File: src/rtl/mixer_pkg.sv
// Shared types and defaults for the RF x LO mixer and its decimating accumulator.
package mixer_pkg;

  localparam int RF_OFFSET_DEF = 128;
  localparam int LO_OFFSET_DEF = 100;
  localparam int DECIM_DEF     = 16;
  localparam int SAMPLE_W      = 9;
  localparam int PROD_W        = 18;

  typedef logic signed [SAMPLE_W-1:0] sample_t;
  typedef logic signed [PROD_W-1:0]   prod_t;

  // A window of DECIM products needs log2(DECIM) guard bits above the product.
  function automatic int acc_width(input int decim);
    return PROD_W + $clog2(decim);
  endfunction

endpackage

File: src/rtl/mixer_mult.sv
// Offset removal and a registered signed multiply, with a valid flag
// travelling alongside each stage.
module mixer_mult
  import mixer_pkg::*;
#(
  parameter int RF_OFFSET = RF_OFFSET_DEF,
  parameter int LO_OFFSET = LO_OFFSET_DEF
) (
  input  logic       clk,
  input  logic       rst,
  input  logic [7:0] rf_in,
  input  logic       rf_valid,
  input  logic [7:0] lo_in,
  output prod_t      prod,
  output logic       prod_valid
);

  sample_t rf_s;
  sample_t lo_s;
  logic    v1;

  // Unsigned 9-bit subtraction wraps into the correct two's-complement value.
  always_ff @(posedge clk) begin
    if (rst) begin
      rf_s       <= '0;
      lo_s       <= '0;
      v1         <= 1'b0;
      prod       <= '0;
      prod_valid <= 1'b0;
    end else begin
      v1 <= rf_valid;
      if (rf_valid) begin
        rf_s <= sample_t'({1'b0, rf_in} - 9'(RF_OFFSET));
        lo_s <= sample_t'({1'b0, lo_in} - 9'(LO_OFFSET));
      end
      prod_valid <= v1;
      if (v1) begin
        prod <= prod_t'(rf_s) * prod_t'(lo_s);
      end
    end
  end

endmodule

File: src/rtl/mixer_acc.sv
// Mixes offset-binary RF with the LO and emits one signed sum per DECIM
// valid products, with a one-cycle strobe.
module mixer_acc
  import mixer_pkg::*;
#(
  parameter int RF_OFFSET = RF_OFFSET_DEF,
  parameter int LO_OFFSET = LO_OFFSET_DEF,
  parameter int DECIM     = DECIM_DEF,
  parameter int ACC_W     = acc_width(DECIM)
) (
  input  logic                    clk,
  input  logic                    rst,
  input  logic [7:0]              rf_in,
  input  logic                    rf_valid,
  input  logic [7:0]              lo_in,
  output logic signed [ACC_W-1:0] acc_out,
  output logic                    acc_valid
);

  localparam int CNT_W = $clog2(DECIM);
  localparam logic [CNT_W-1:0] CNT_LAST = CNT_W'(DECIM - 1);

  prod_t                   prod;
  logic                    v2;
  logic signed [ACC_W-1:0] prod_ext;
  logic signed [ACC_W-1:0] acc;
  logic [CNT_W-1:0]        cnt;

  mixer_mult #(
    .RF_OFFSET (RF_OFFSET),
    .LO_OFFSET (LO_OFFSET)
  ) u_mult (
    .clk        (clk),
    .rst        (rst),
    .rf_in      (rf_in),
    .rf_valid   (rf_valid),
    .lo_in      (lo_in),
    .prod       (prod),
    .prod_valid (v2)
  );

  assign prod_ext = {{(ACC_W - PROD_W){prod[PROD_W-1]}}, prod};

  // The closing product goes straight into acc_out so the next window starts clean.
  always_ff @(posedge clk) begin
    if (rst) begin
      acc       <= '0;
      cnt       <= '0;
      acc_out   <= '0;
      acc_valid <= 1'b0;
    end else begin
      acc_valid <= 1'b0;
      if (v2) begin
        if (cnt == CNT_LAST) begin
          acc_out   <= acc + prod_ext;
          acc_valid <= 1'b1;
          acc       <= '0;
          cnt       <= '0;
        end else begin
          acc <= acc + prod_ext;
          cnt <= cnt + 1'b1;
        end
      end
    end
  end

endmodule
File: config.mk
export PLATFORM = sky130hd
export DESIGN_NAME = mixer_acc
export DESIGN_NICKNAME = d
export VERILOG_FILES = /design/src/rtl/mixer_pkg.sv /design/src/rtl/mixer_mult.sv /design/src/rtl/mixer_acc.sv
export SDC_FILE = /design/constraint.sdc
export NUM_CORES = 1
export LEC_CHECK = 0
export ABC_CLOCK_PERIOD_IN_PS = 4700
export CAP_MARGIN = 20
export CORE_MARGIN = 1.5
export CORE_UTILIZATION = 25
export DETAILED_ROUTE_END_ITERATION = 8
export GPL_ROUTABILITY_DRIVEN = 0
export HOLD_SLACK_MARGIN = 0.03
export REMOVE_ABC_BUFFERS = 1
export SYNTH_ARGS = -nofsm -noshare
export SYNTH_HDL_FRONTEND = slang
export SYNTH_HIERARCHICAL = 1
export SYNTH_SLANG_ARGS = --single-unit
File: constraint.sdc
create_clock -name clk -period 4.7 [get_ports clk]
set_input_delay 0.47 -clock clk [delete_from_list [all_inputs] [get_ports clk]]
set_output_delay 0.47 -clock clk [all_outputs]
set_load 0.05 [all_outputs]
==> summary.txt <==
Critical path
  • Crit Path Max Fanout: 3
  • Worst Setup Start Kind: flip-flop
  • WP data arrival: between 4 and 5 ns
  • R2R Setup Slk: approximately 0.027 ns
  • FF-to-FF End: u_mult/prod[16]
  • Critical path class: flip-flop to flip-flop
  • Cells on worst reg2reg path: 14
  • Launching point of the worst reg2reg path: u_mult/rf_s[3]
  • Crit path capture type: flip-flop
  • Worst Path Required: 4.93 ns
  • Critical Path Start: u_mult/rf_s[3]

Global route
  • Largest net degree at the start of global routing: 47
  • Number of global-route vias before repair: between 5000 and 6000
  • Final global-route overflow total: 0
  • Gr usage total: between 10 and 15%
  • First-pass GRT wire length: around 27000 µm
  • Initial antenna violation count: 1

Floorplan
  • Chip Height: between 150 and 200 µm
  • Die area: 29630 µm²
  • Total core area: about 28000 µm²
  • I/O Pins: between 40 and 50
  • Die X: about 170 µm
  • Initial Utilization: around a quarter
  • Row Count: a little over 60

Timing
  • Final-report setup violation count: 0
  • Final critical-path share of the clock period: approximately 99%
  • RSZ-0062 raised after global routing: true
  • Skew final: roughly 0.014 ns
  • Setup ws final: between 0.02 and 0.03 ns
  • Rel. slew slack: 26.03%
  • Min cycle time layout: 4.673 ns
  • Final hold slack: 0.4561 ns
  • Max Clk Rate: between 200 and 250 MHz
  • Fin. Hold Viols: 0
  • Max Slew Vio Count: 0
  • Slew @ Worst Pin: 1.106 ns

Yosys
  • Netlist cell types: 67
  • EDFF count, synth: 0
  • Register bit total from synthesis: 86
  • Mean Syn Cell Area: 9.019 µm²
  • Area of the mapped netlist: 7152 µm²
  • Share of the yosys chip area belonging to registers: approximately a quarter
  • Top cells by count, synth: inv_1 (88), dfxtp_1 (86), nand2_1 (76), nor2_1 (68), fa_1 (67)
  • Most frequent cell after synthesis: inv_1
  • Syn. warnings: 6
  • Ys async rst share: 0%
  • Synth Flop Type: dfxtp_1
  • Largest area contributor in the netlist: dfxtp_1
  • Cells after synthesis: slightly below 800
  • Synth top area cells: dfxtp_1 (24%), fa_1 (19%), ha_1 (11%), inv_1 (4.6%), nand2_1 (4.0%)
  • Post-synth top area share: about a quarter

Finish
  • Register area: 1730 µm²
  • ANT cells: 0
  • Syn-to-layout area delta: 20.94%
  • Design area: slightly below 9000 µm²
  • Final net count: between 1000 and 1500
  • Filler cells: 2996
  • Multi-input gate area: ~5000 µm²
  • Share of cells above drive strength 1: about 14%

Worst hold path
  • HP Class: flip-flop to flip-flop
  • Worst hold path depth: 2
  • Hold Path Origin: acc_out[5]
  • Hold EP: acc_out[5]

Detailed routing
  • Drt initial violations: about 290
  • Drt wl/cell: 12.76 µm
  • Final wirelength: roughly 16000 µm
  • Number of remaining DRC errors: 0
  • Via count: 5520
  • 1st-pass router iterations: 5
  • Antenna Nets Post-Route: 0
  • Avg Vias per Cell: roughly 4.5

Clocking
  • H-tree Lvls: 3
  • TritonCTS Sinks: 86
  • Clock slew at reported path FFs: ~0.07 ns
  • Worst-Skew Late Latency: approximately 0.35 ns
  • CTS Buf Count: 9
  • Hold_buf cts: 0
  • Root Buffer: clkbuf_16
  • Clock tree buffer depth: 2
  • CTS tree: built

Status
  • Outcome: finished, final reports clean

Power and ir drop
  • LEAKAGE: approximately 3.8 nW
  • Peak VDD IR: 131.8 µV
  • PwrDens: about 240 nW/µm²

Placed design
  • Port Buffers: 41
  • Dpl hpwl: 12260 µm
  • Dpl cell area: a little over 8000 µm²
  • Pre-CTS setup slack: -0.07257 ns

Job
  • Max-cap violations: 0
-- critical path: stages, from the launching register on --
cell       delay (ns)
dfxtp_2          0.32
and2_4           0.15
fa_1             0.54
inv_2            0.04
fa_1             0.49
inv_2            0.04
fa_1             0.48
fa_1             0.56
fa_1             0.41
ha_1             0.32
o21a_2           0.14
a2111oi_4        0.41
nor3_2           0.07
or3_1            0.33
a32o_1           0.25
-- flip-flops by register name, summed over array words and instances, names as in the netlist --
name and flops:
acc 22, acc_out 22, acc_valid 1, cnt 4
u_mult/lo_s 9, u_mult/prod 18, u_mult/prod_valid 1, u_mult/rf_s 8
u_mult/v1 1
-- cells in the final DEF, fill, tap and decap left out, types with 7 or more instances in the layout --
cell | netlist | layout
nand2_1 | 76 | 75
ha_1 | 61 | 57
fa_1 | 67 | 63
mux2i_1 | 23 | 23
xnor2_1 | 19 | 19
a211oi_1 | 9 | 8
or3_1 | 9 | 9
nor2_1 | 68 | 68
nand4_1 | 8 | 8
o21ai_0 | 16 | 10
and2_1 | 39 | 35
o21a_1 | 8 | 8
xor2_1 | 10 | 10
dfxtp_2 | 0 | 7
a22o_1 | 16 | 16
nand3_1 | 9 | 9
a22oi_1 | 8 | 8
clkbuf_16 | 0 | 9
inv_1 | 88 | 85
a21o_1 | 10 | 10
buf_4 | 4 | 46
clkdlybuf4s50_1 | 0 | 40
dfxtp_1 | 86 | 79
a21oi_1 | 38 | 34
-- power breakdown --
group | switching [mW] | leakage (nW) | total [mW] | internal [mW]
clock | 0.323 | 0.140 | 0.703 | 0.380
sequential | 0.0235 | 0.701 | 0.779 | 0.756
combinational | 0.327 | 2.96 | 0.600 | 0.272
total | 0.674 | 3.80 | 2.08 | 1.41
-- worst max-delay path by stage --
stage	to	cells past startpoint
floorplan	u_mult/prod[16]	13
global placement	u_mult/prod[16]	14
detailed placement	u_mult/prod[16]	15
CTS	u_mult/prod[17]	17
global route	u_mult/prod[16]	14
finish	u_mult/prod[16]	14
-- layer usage --
| layer | track usage, % | vias to the layer above | routed length [µm] |
|---|---|---|---|
| met5 | 0 | - | 13 |
| met4 | 2.647 | 2 | 151 |
| met3 | 2.358 | 13 | 614 |
| met2 | 18.29 | 93 | 7067 |
| met1 | 15.34 | 2624 | 7952 |
| li1 | - | 2788 | - |
-- timing repair --
action / in CTS / in global routing
endpoints found under the setup margin: 6 / 6
pin swaps: 9 / 13
gates resized for setup: 15 / 34
cloned: 0 / 0
hold endpoints to repair: 0 / 0
buffers inserted: 0 / 3
-- layout make-up --
| cell class | count | area share (%) |
|---|---|---|
| clock inverters | 6 | 0.5931 |
| repair buffers | 91 | 9.200 |
| well taps | 378 | 5.468 |
| clock buffers | 10 | 2.763 |
| multi-input cells | 578 | 58.11 |
| inverters | 89 | 3.862 |
| flip-flops and latches | 86 | 20.01 |
-- cell families (layout without fill, tap and decap cells) --
group	after synthesis	in the layout	synth area share, %
xor gates and xnor gates	29	29	3.551
and+or+nand+nor	246	246	16.72
AOI/OAI and AO/OA	151	151	15.47
buffers and inverters	129	196	7.383
muxes	24	24	3.376
DFF	86	86	24.07
adders and majority gates	128	128	29.43
-- metrics by stage --
| step | setup TNS (ns) | total power [mW] | util, % | cells |
|---|---|---|---|---|
| floorplan | -0.06530 | 1.155 | - | 753 |
| global placement | -0.03256 | 1.347 | 29.32 | 1219 |
| detailed placement | -0.1233 | 1.355 | 29.32 | 1219 |
| CTS | 0 | 2.087 | 30.50 | 1235 |
| global route | -0.2010 | 2.215 | 30.96 | 1238 |
| finish | 0 | 2.082 | 30.96 | 1238 |
No activity file was read; power rests on OpenSTA's default activity.
